--- src/rtl/legv8_pkg.sv ---
// Shared LEGv8 datapath definitions: ALU op codes and register addressing.
package legv8_pkg;

  localparam int NREG = 32;
  localparam int XZR  = 31;

  typedef logic [4:0] reg_addr_t;

  typedef enum logic [3:0] {
    ALU_AND   = 4'b0000,
    ALU_OR    = 4'b0001,
    ALU_ADD   = 4'b0010,
    ALU_SUB   = 4'b0110,
    ALU_PASSB = 4'b0111
  } alu_op_t;

endpackage

--- src/rtl/operand_stage_regfile.sv ---
// 32-entry register file: X0..X30 stored, X31 hardwired to zero,
// two combinational read ports with same-cycle writeback bypass.
module regfile
  import legv8_pkg::*;
#(
  parameter int N    = 64,
  parameter int NREG = 32
) (
  input  logic         clk,
  input  logic         reset,
  input  reg_addr_t    ra1,
  input  reg_addr_t    ra2,
  output logic [N-1:0] rd1,
  output logic [N-1:0] rd2,
  input  logic         wb_en,
  input  reg_addr_t    wb_addr,
  input  logic [N-1:0] wb_data
);

  // XZR is never stored, so only NREG-1 physical entries exist
  logic [N-1:0] x_q [NREG-1];

  logic wr_hit;
  assign wr_hit = wb_en && (wb_addr != reg_addr_t'(XZR));

  // array write; reset seeds X_i = i so each register is self-identifying
  always_ff @(posedge clk or negedge reset) begin
    if (!reset) begin
      for (int i = 0; i < NREG-1; i++) x_q[i] <= N'(i);
    end else if (wr_hit) begin
      x_q[wb_addr] <= wb_data;
    end
  end

  // read port 1: XZR first, then bypass, then array
  always_comb begin
    rd1 = '0;
    if (ra1 == reg_addr_t'(XZR))        rd1 = '0;
    else if (wr_hit && wb_addr == ra1)  rd1 = wb_data;
    else                                rd1 = x_q[ra1];
  end

  // read port 2: same rules as port 1
  always_comb begin
    rd2 = '0;
    if (ra2 == reg_addr_t'(XZR))        rd2 = '0;
    else if (wr_hit && wb_addr == ra2)  rd2 = wb_data;
    else                                rd2 = x_q[ra2];
  end

endmodule

--- src/rtl/operand_stage.sv ---
// Decode/operand-fetch stage: register read, B-operand select and the
// ID/EX pipeline register feeding the ALU. Priority: reset > flush > stall > load.
module operand_stage
  import legv8_pkg::*;
#(
  parameter int N    = 64,
  parameter int NREG = 32
) (
  input  logic         clk,
  input  logic         reset,
  input  logic         in_valid,
  input  logic         stall,
  input  logic         flush,
  input  reg_addr_t    ra1,
  input  reg_addr_t    ra2,
  input  logic [N-1:0] imm,
  input  logic         alusrc,
  input  logic [3:0]   alucontrol,
  input  reg_addr_t    wa,
  input  logic         regwrite,
  input  logic         wb_en,
  input  reg_addr_t    wb_addr,
  input  logic [N-1:0] wb_data,
  output logic         ex_valid,
  output logic [N-1:0] ex_a,
  output logic [N-1:0] ex_b,
  output logic [3:0]   ex_alucontrol,
  output reg_addr_t    ex_wa,
  output logic         ex_regwrite
);

  logic [N-1:0] rd1, rd2, b_d;
  logic         vld_q, rw_q;
  logic [N-1:0] a_q, b_q;
  logic [3:0]   aluc_q;
  reg_addr_t    wa_q;

  regfile #(.N(N), .NREG(NREG)) u_rf (
    .clk     (clk),
    .reset   (reset),
    .ra1     (ra1),
    .ra2     (ra2),
    .rd1     (rd1),
    .rd2     (rd2),
    .wb_en   (wb_en),
    .wb_addr (wb_addr),
    .wb_data (wb_data)
  );

  assign b_d = alusrc ? imm : rd2;

  // ID/EX register; a stall holds operands as captured, without re-reading
  always_ff @(posedge clk or negedge reset) begin
    if (!reset) begin
      vld_q  <= 1'b0;
      rw_q   <= 1'b0;
      a_q    <= '0;
      b_q    <= '0;
      aluc_q <= '0;
      wa_q   <= '0;
    end else if (flush) begin
      vld_q  <= 1'b0;
      rw_q   <= 1'b0;
      a_q    <= '0;
      b_q    <= '0;
      aluc_q <= '0;
      wa_q   <= '0;
    end else if (!stall) begin
      vld_q  <= in_valid;
      rw_q   <= regwrite & in_valid;
      a_q    <= rd1;
      b_q    <= b_d;
      aluc_q <= alucontrol;
      wa_q   <= wa;
    end
  end

  assign ex_valid      = vld_q;
  assign ex_regwrite   = rw_q;
  assign ex_a          = a_q;
  assign ex_b          = b_q;
  assign ex_alucontrol = aluc_q;
  assign ex_wa         = wa_q;

endmodule
--- config.mk ---
export PLATFORM = sky130hd
export DESIGN_NAME = operand_stage
export DESIGN_NICKNAME = d
export VERILOG_FILES = /design/src/rtl/legv8_pkg.sv /design/src/rtl/operand_stage_regfile.sv /design/src/rtl/operand_stage.sv
export SDC_FILE = /design/constraint.sdc
export NUM_CORES = 2
export LEC_CHECK = 0
export ABC_CLOCK_PERIOD_IN_PS = 3400
export CORE_ASPECT_RATIO = 0.8
export CORE_UTILIZATION = 35
export DETAILED_ROUTE_END_ITERATION = 7
export PLACE_DENSITY = 0.49
export SLEW_MARGIN = 25
export SYNTH_ARGS = -nofsm -noshare
export SYNTH_HDL_FRONTEND = slang
export SYNTH_HIERARCHICAL = 1
export SYNTH_SLANG_ARGS = --single-unit
--- constraint.sdc ---
create_clock -name clk -period 3.4 [get_ports clk]
set_input_delay 0.51 -clock clk [delete_from_list [all_inputs] [get_ports clk]]
set_output_delay 0.51 -clock clk [all_outputs]
set_load 0.03 [all_outputs]
# ---- Yosys cells after proc, flatten, opt, wreduce, memory -nomap -nowiden
# Cells that the tools add are included.
dict set report classes {
  order_cmp 4
  n_eq_ne 6
  mux 26
  bitwise_logic 4
  n_reduce_logical 4
}
# operator n
set op_table {}
lappend op_table {{$bwmux 1984} 1}
lappend op_table {{$mux 64} 14}
lappend op_table {{$bmux 64 s5} 2}
lappend op_table {{$demux 64 s5} 1}
lappend op_table {{$ge 6x6->1 const B} 3}
lappend op_table {{$not 5->6} 3}
lappend op_table {{$eq 5x5->1} 2}
lappend op_table {{$eq 5x5->1 const B} 2}
lappend op_table {{$mux 5} 2}
lappend op_table {{$mux 4} 2}
lappend op_table {{$lt 6x1->1 const B} 1}
lappend op_table {{$ne 5x5->1 const B} 1}
lappend op_table {{$logic_and 1x1->1} 4}
lappend op_table {{$mux 1} 4}
lappend op_table {{$ne 2x1->1 const B} 1}
lappend op_table {{$and 1x1->1} 1}
dict set report totals {
  reg_bits 2123
  in_bits 160
  output_inout_bits 139
  word_cells 81
}

# ---- Logic depth before layout (Yosys ltp)
dict set report logic_depth {
  depth_word 9
  ltp_mapped 12
  mapped_depth_nobuf 7
}

# ---- Modules after synthesis
# The synthesis kept the hierarchy.
# module n_inst cells_each area_per_inst_um2 seq_area_each_um2
set modules_own_cells {}
lappend modules_own_cells {regfile 1 8209 105532.5 49741.5}
lappend modules_own_cells {operand_stage 1 526 6705.2 3478.3}

# ---- Least setup slack after synthesis
# Ideal clock, no wire load.
dict set report synth_timing {
  path_kind {input to register}
  from {input port ra2[0]}
  to {register b_q[8] (netlist: ex_b[8])}
  setup_ns 0.150
  arrival_ns 2.399
  required_time_ns 3.250
  slack_ns 0.851
  stages 9
  path_buffers 3
  path_cell_list {buf_6 -> buf_6 -> buf_2 -> mux4_2 -> mux4_2 -> nor2_1 -> a2111oi_2 -> mux2i_1 -> a211oi_2}
}
dict set report synth_between {
  elab_chain_len 9
  word_cells_on_any_way 12
  cone_classes {eq/ne: 2; mux: 8; bitwise: 1; reduce/logical: 1}
}
# element line_no
set synth_lines {}
lappend synth_lines {{start, declared} operand_stage.sv:15} ;# input reg_addr_t ra2,
lappend synth_lines {{$not 5->6 (implied by the code)} operand_stage_regfile.sv:48} ;# else rd2 = x_q[ra2];
lappend synth_lines {{$bmux 64 s5} operand_stage_regfile.sv:48}
lappend synth_lines {{$mux 64 (implied by the code) (2 in series)} operand_stage_regfile.sv:48}
lappend synth_lines {{$mux 64} operand_stage_regfile.sv:47} ;# else if (wr_hit && wb_addr == ra2) rd2 = wb_data;
lappend synth_lines {{$mux 64 *} operand_stage_regfile.sv:46} ;# if (ra2 == reg_addr_t'(XZR)) rd2 = '0;
lappend synth_lines {{via rd2[8]} operand_stage.sv:32} ;# logic [N-1:0] rd1, rd2, b_d;
lappend synth_lines {{$mux 64 *} operand_stage.sv:50} ;# assign b_d = alusrc ? imm : rd2;
lappend synth_lines {{$mux 64 *} operand_stage.sv:68} ;# end else if (!stall) begin
lappend synth_lines {{$mux 64 *} operand_stage.sv:61} ;# end else if (flush) begin
lappend synth_lines {{end signal, assigned} operand_stage.sv:58} ;# b_q <= '0;
lappend synth_lines {{end signal, assigned} operand_stage.sv:65} ;# b_q <= '0;
lappend synth_lines {{end signal, assigned} operand_stage.sv:72} ;# b_q <= b_d;
lappend synth_lines {{end, declared} operand_stage.sv:34} ;# logic [N-1:0] a_q, b_q;
# The timed path passes the listed nets; every way through them passes the cells marked *. The select of a mux whose other input is x is not followed.
# A chain may end at the register's enable or synchronous reset.

# ---- Final worst setup path
dict set report layout_timing {
  from {register b_q[24] (netlist: ex_b[24])}
  to {output port ex_b[24]}
}
# element line_no
set layout_lines {}
lappend layout_lines {{end, declared} operand_stage.sv:26} ;# output logic [N-1:0] ex_b,
# No word-level cell between the ends.

==> flow_summary.toml <==
[sta]
hold_violations = 0
min_period_over_period_pct = 83.29
fin_crit_ps = 2832
tightest_slew_ps = 874.3
final-max-slew-violation-count = 0
rsz0062_at_grt = "false"
slew_headroom_pct = 41.71
fin_ws_ps = 568.3
setup_viol = 0
finalClockSkew_ps = 52.53
setup_tns_ps = 0
hold_slack_ps = 117.0
fmax_mhz = 353.1

[synth]
synth-seq-cells = 2123
netlist_instances = 8735
synth_commonest_cells = "2048 x dfrtp_1, 1164 x mux2_2, 945 x o21ai_0, 853 x nand2_1, 846 x mux4_2"
synthFlopType = "dfrtp_1"
synth.most_common_cell = "dfrtp_1"
synth_edf_count = 0
avgSynthCellArea_um2 = 12.85
yosys.area.top_type_share_pct = 45.66
yosys-top-cells-area = "dfrtp_1 46%, mux4_2 17%, mux2_2 12%"
syn-num-nets = 8895
yosysTopAreaCell = "dfrtp_1"
synth_warnings = 6
async_reset_ff_share_pct = 100.0
synthesis.area_um2 = 112200
yosysUniqueCellTypes = 57
ys_seq_area_share_pct = 47.42

[place]
io_buffers = 298
place_inst = 12790
hpwl_um = 266900
place.gp.congestion = 0.8218
dp_slack_ps = 100.3

[layout]
fillers = 29380
area_delta_synth_final_pct = 16.58
multi_input_area_um2 = 54390
final_nets = 8983
final_layout_size_suffix_gt1_share_pct = 34.83
instances_no_fill = 13220
regArea_um2 = 53220

[route]
dr.first_iter.drc_count = 8431
ant_nets = 0
vias_per_cell = 6.130
drcViolationCount = 0
vias = 81010
wl_per_cell_um = 33.45
wl_um = 442100
first_pass_iters = 6

[setup_path]
critPathKind = "flip-flop to output pin"
cp.arrival_ps = 2320
startpoint_type = "flip-flop"
max_stage_delay_ps = 770
crit_family = "buffers and inverters"
crit_path_end_kind = "output pin"
required_ps = 2890
path_buf_inv = 1
crit_chain = "clkdlybuf4s50_1"
slowest_stage = "clkdlybuf4s50_1"
worst-path-max-fanout = 2

[clock_network]
tritoncts = "yes"
cts.sinks = 2123
ctsResizeCount = 0
cts_buffer_depth = 4
holdBufCountCts = 1
cts_buffers = 233
cts_setup_buffers = 0
clk_pin_slew_worst_paths_ps = 60
clk_latency_ps = 930
cts-root-buf = "clkbuf_16"
ctsHtreeMaxLevel = 4

[die]
die_x_um = 635.1
ios = 299
core_um2 = 318300
rows = 185
die_h_um = 508.5
die-area_um2 = 323000
start_util_pct = 35.26

[run_status]
outcome = "finished, final reports clean"

[global_routing]
track_usage_pct = 27.07
grt_remaining_overflow = 0
grt_pass1_vias = 82300
antenna_found_initial = 23
grt_pass1_wl_um = 633200
grt_max_degree = 129

[power]
leakagePower_uw = 0.05550
p_per_area_nw_per_um2 = 571.6
vdd_drop_max_v = 0.0004117

[hold_path]
min_path_type = "input pin to flip-flop"

[job]
max-cap-violations = 0
## placed cells by master, fill, tap and decap left out, drive strengths merged, types with 62 or more instances in the layout
cell	instances
a2111oi	64
a211oi	125
a221oi	112
a22oi	130
and3	65
buf	532
clkbuf	369
clkdlybuf4s50	285
dfrtp	2048
dfstp	75
inv	134
mux2	1204
mux2i	409
mux4	846
nand2	853
nand3	63
nor2	162
nor2b	122
o211ai	62
o21ai	946
o221ai	63
o22ai	65
## kinds of logic (layout without fill, tap and decap cells)
family / Yosys count / count (layout) / share of synthesized area [%]
buf+inv: 1100 / 1365 / 4.404
xor+xnor: 10 / 10 / 0.07803
mux: 2459 / 2459 / 32.70
simple gates: 1288 / 1288 / 4.918
flops: 2123 / 2123 / 47.42
compound gates: 1755 / 1755 / 10.48
other cells: 0 / 8 / 0
## metrics by stage
| step | utilization, % | instance area, µm² | total power, µW |
|---|---|---|---|
| floorplan | - | 112200 | 43590 |
| global placement | 38.74 | 123300 | 48560 |
| detailed placement | 38.74 | 123300 | 49190 |
| CTS | 41.10 | 130800 | 75140 |
| global route | 41.11 | 130800 | 78030 |
| finish | 41.11 | 130800 | 74800 |
## worst paths after layout
kind	from	to	slack [ps]	depth (start not counted)
max	ex_b[24]	ex_b[24]	570	1
min	flush	ex_a[63]	120	2
max reg2reg	u_rf/x_q[381]	ex_b[61]	1260	7
min reg2reg	u_rf/x_q[1537]	u_rf/x_q[1537]	490	2
max in group asynchronous	reset	u_rf/x_q[1384]	1930	4
min in group asynchronous	reset	u_rf/x_q[1409]	180	2
## cell type report
| type | count | share of cell area (%) |
|---|---|---|
| antenna | 8 | 0.01530 |
| inverter | 133 | 0.3911 |
| sequential | 2123 | 40.67 |
| clock inverter | 45 | 0.4284 |
| timing repair buffer | 820 | 7.575 |
| clock buffer | 367 | 5.326 |
| tap | 4207 | 4.023 |
| multi-input combinational | 5512 | 41.57 |
## routing by layer
layer	share of wire, %	vias up	global-route usage (%)
li1	-	32950	-
met1	44	43360	38.55
met2	45	3855	41.80
met3	7.6	829	4.727
met4	3.6	8	9.126
met5	0.013	-	0
## flip-flops by register name, indices dropped and copies added (netlist names)
signal         count
ex_b              64
ex_wa              5
ex_a              64
ex_valid           1
ex_alucontrol      4
ex_regwrite        1
u_rf/x_q        1984
## power breakdown
part           switching [µW]  leakage [µW]  total (µW)  internal, µW
clock network           11000       0.00370       25800         14800
registers                3640        0.0271       33700         30100
logic                    6930        0.0247       15300          8330
No activity file was read; power rests on OpenSTA's default activity.
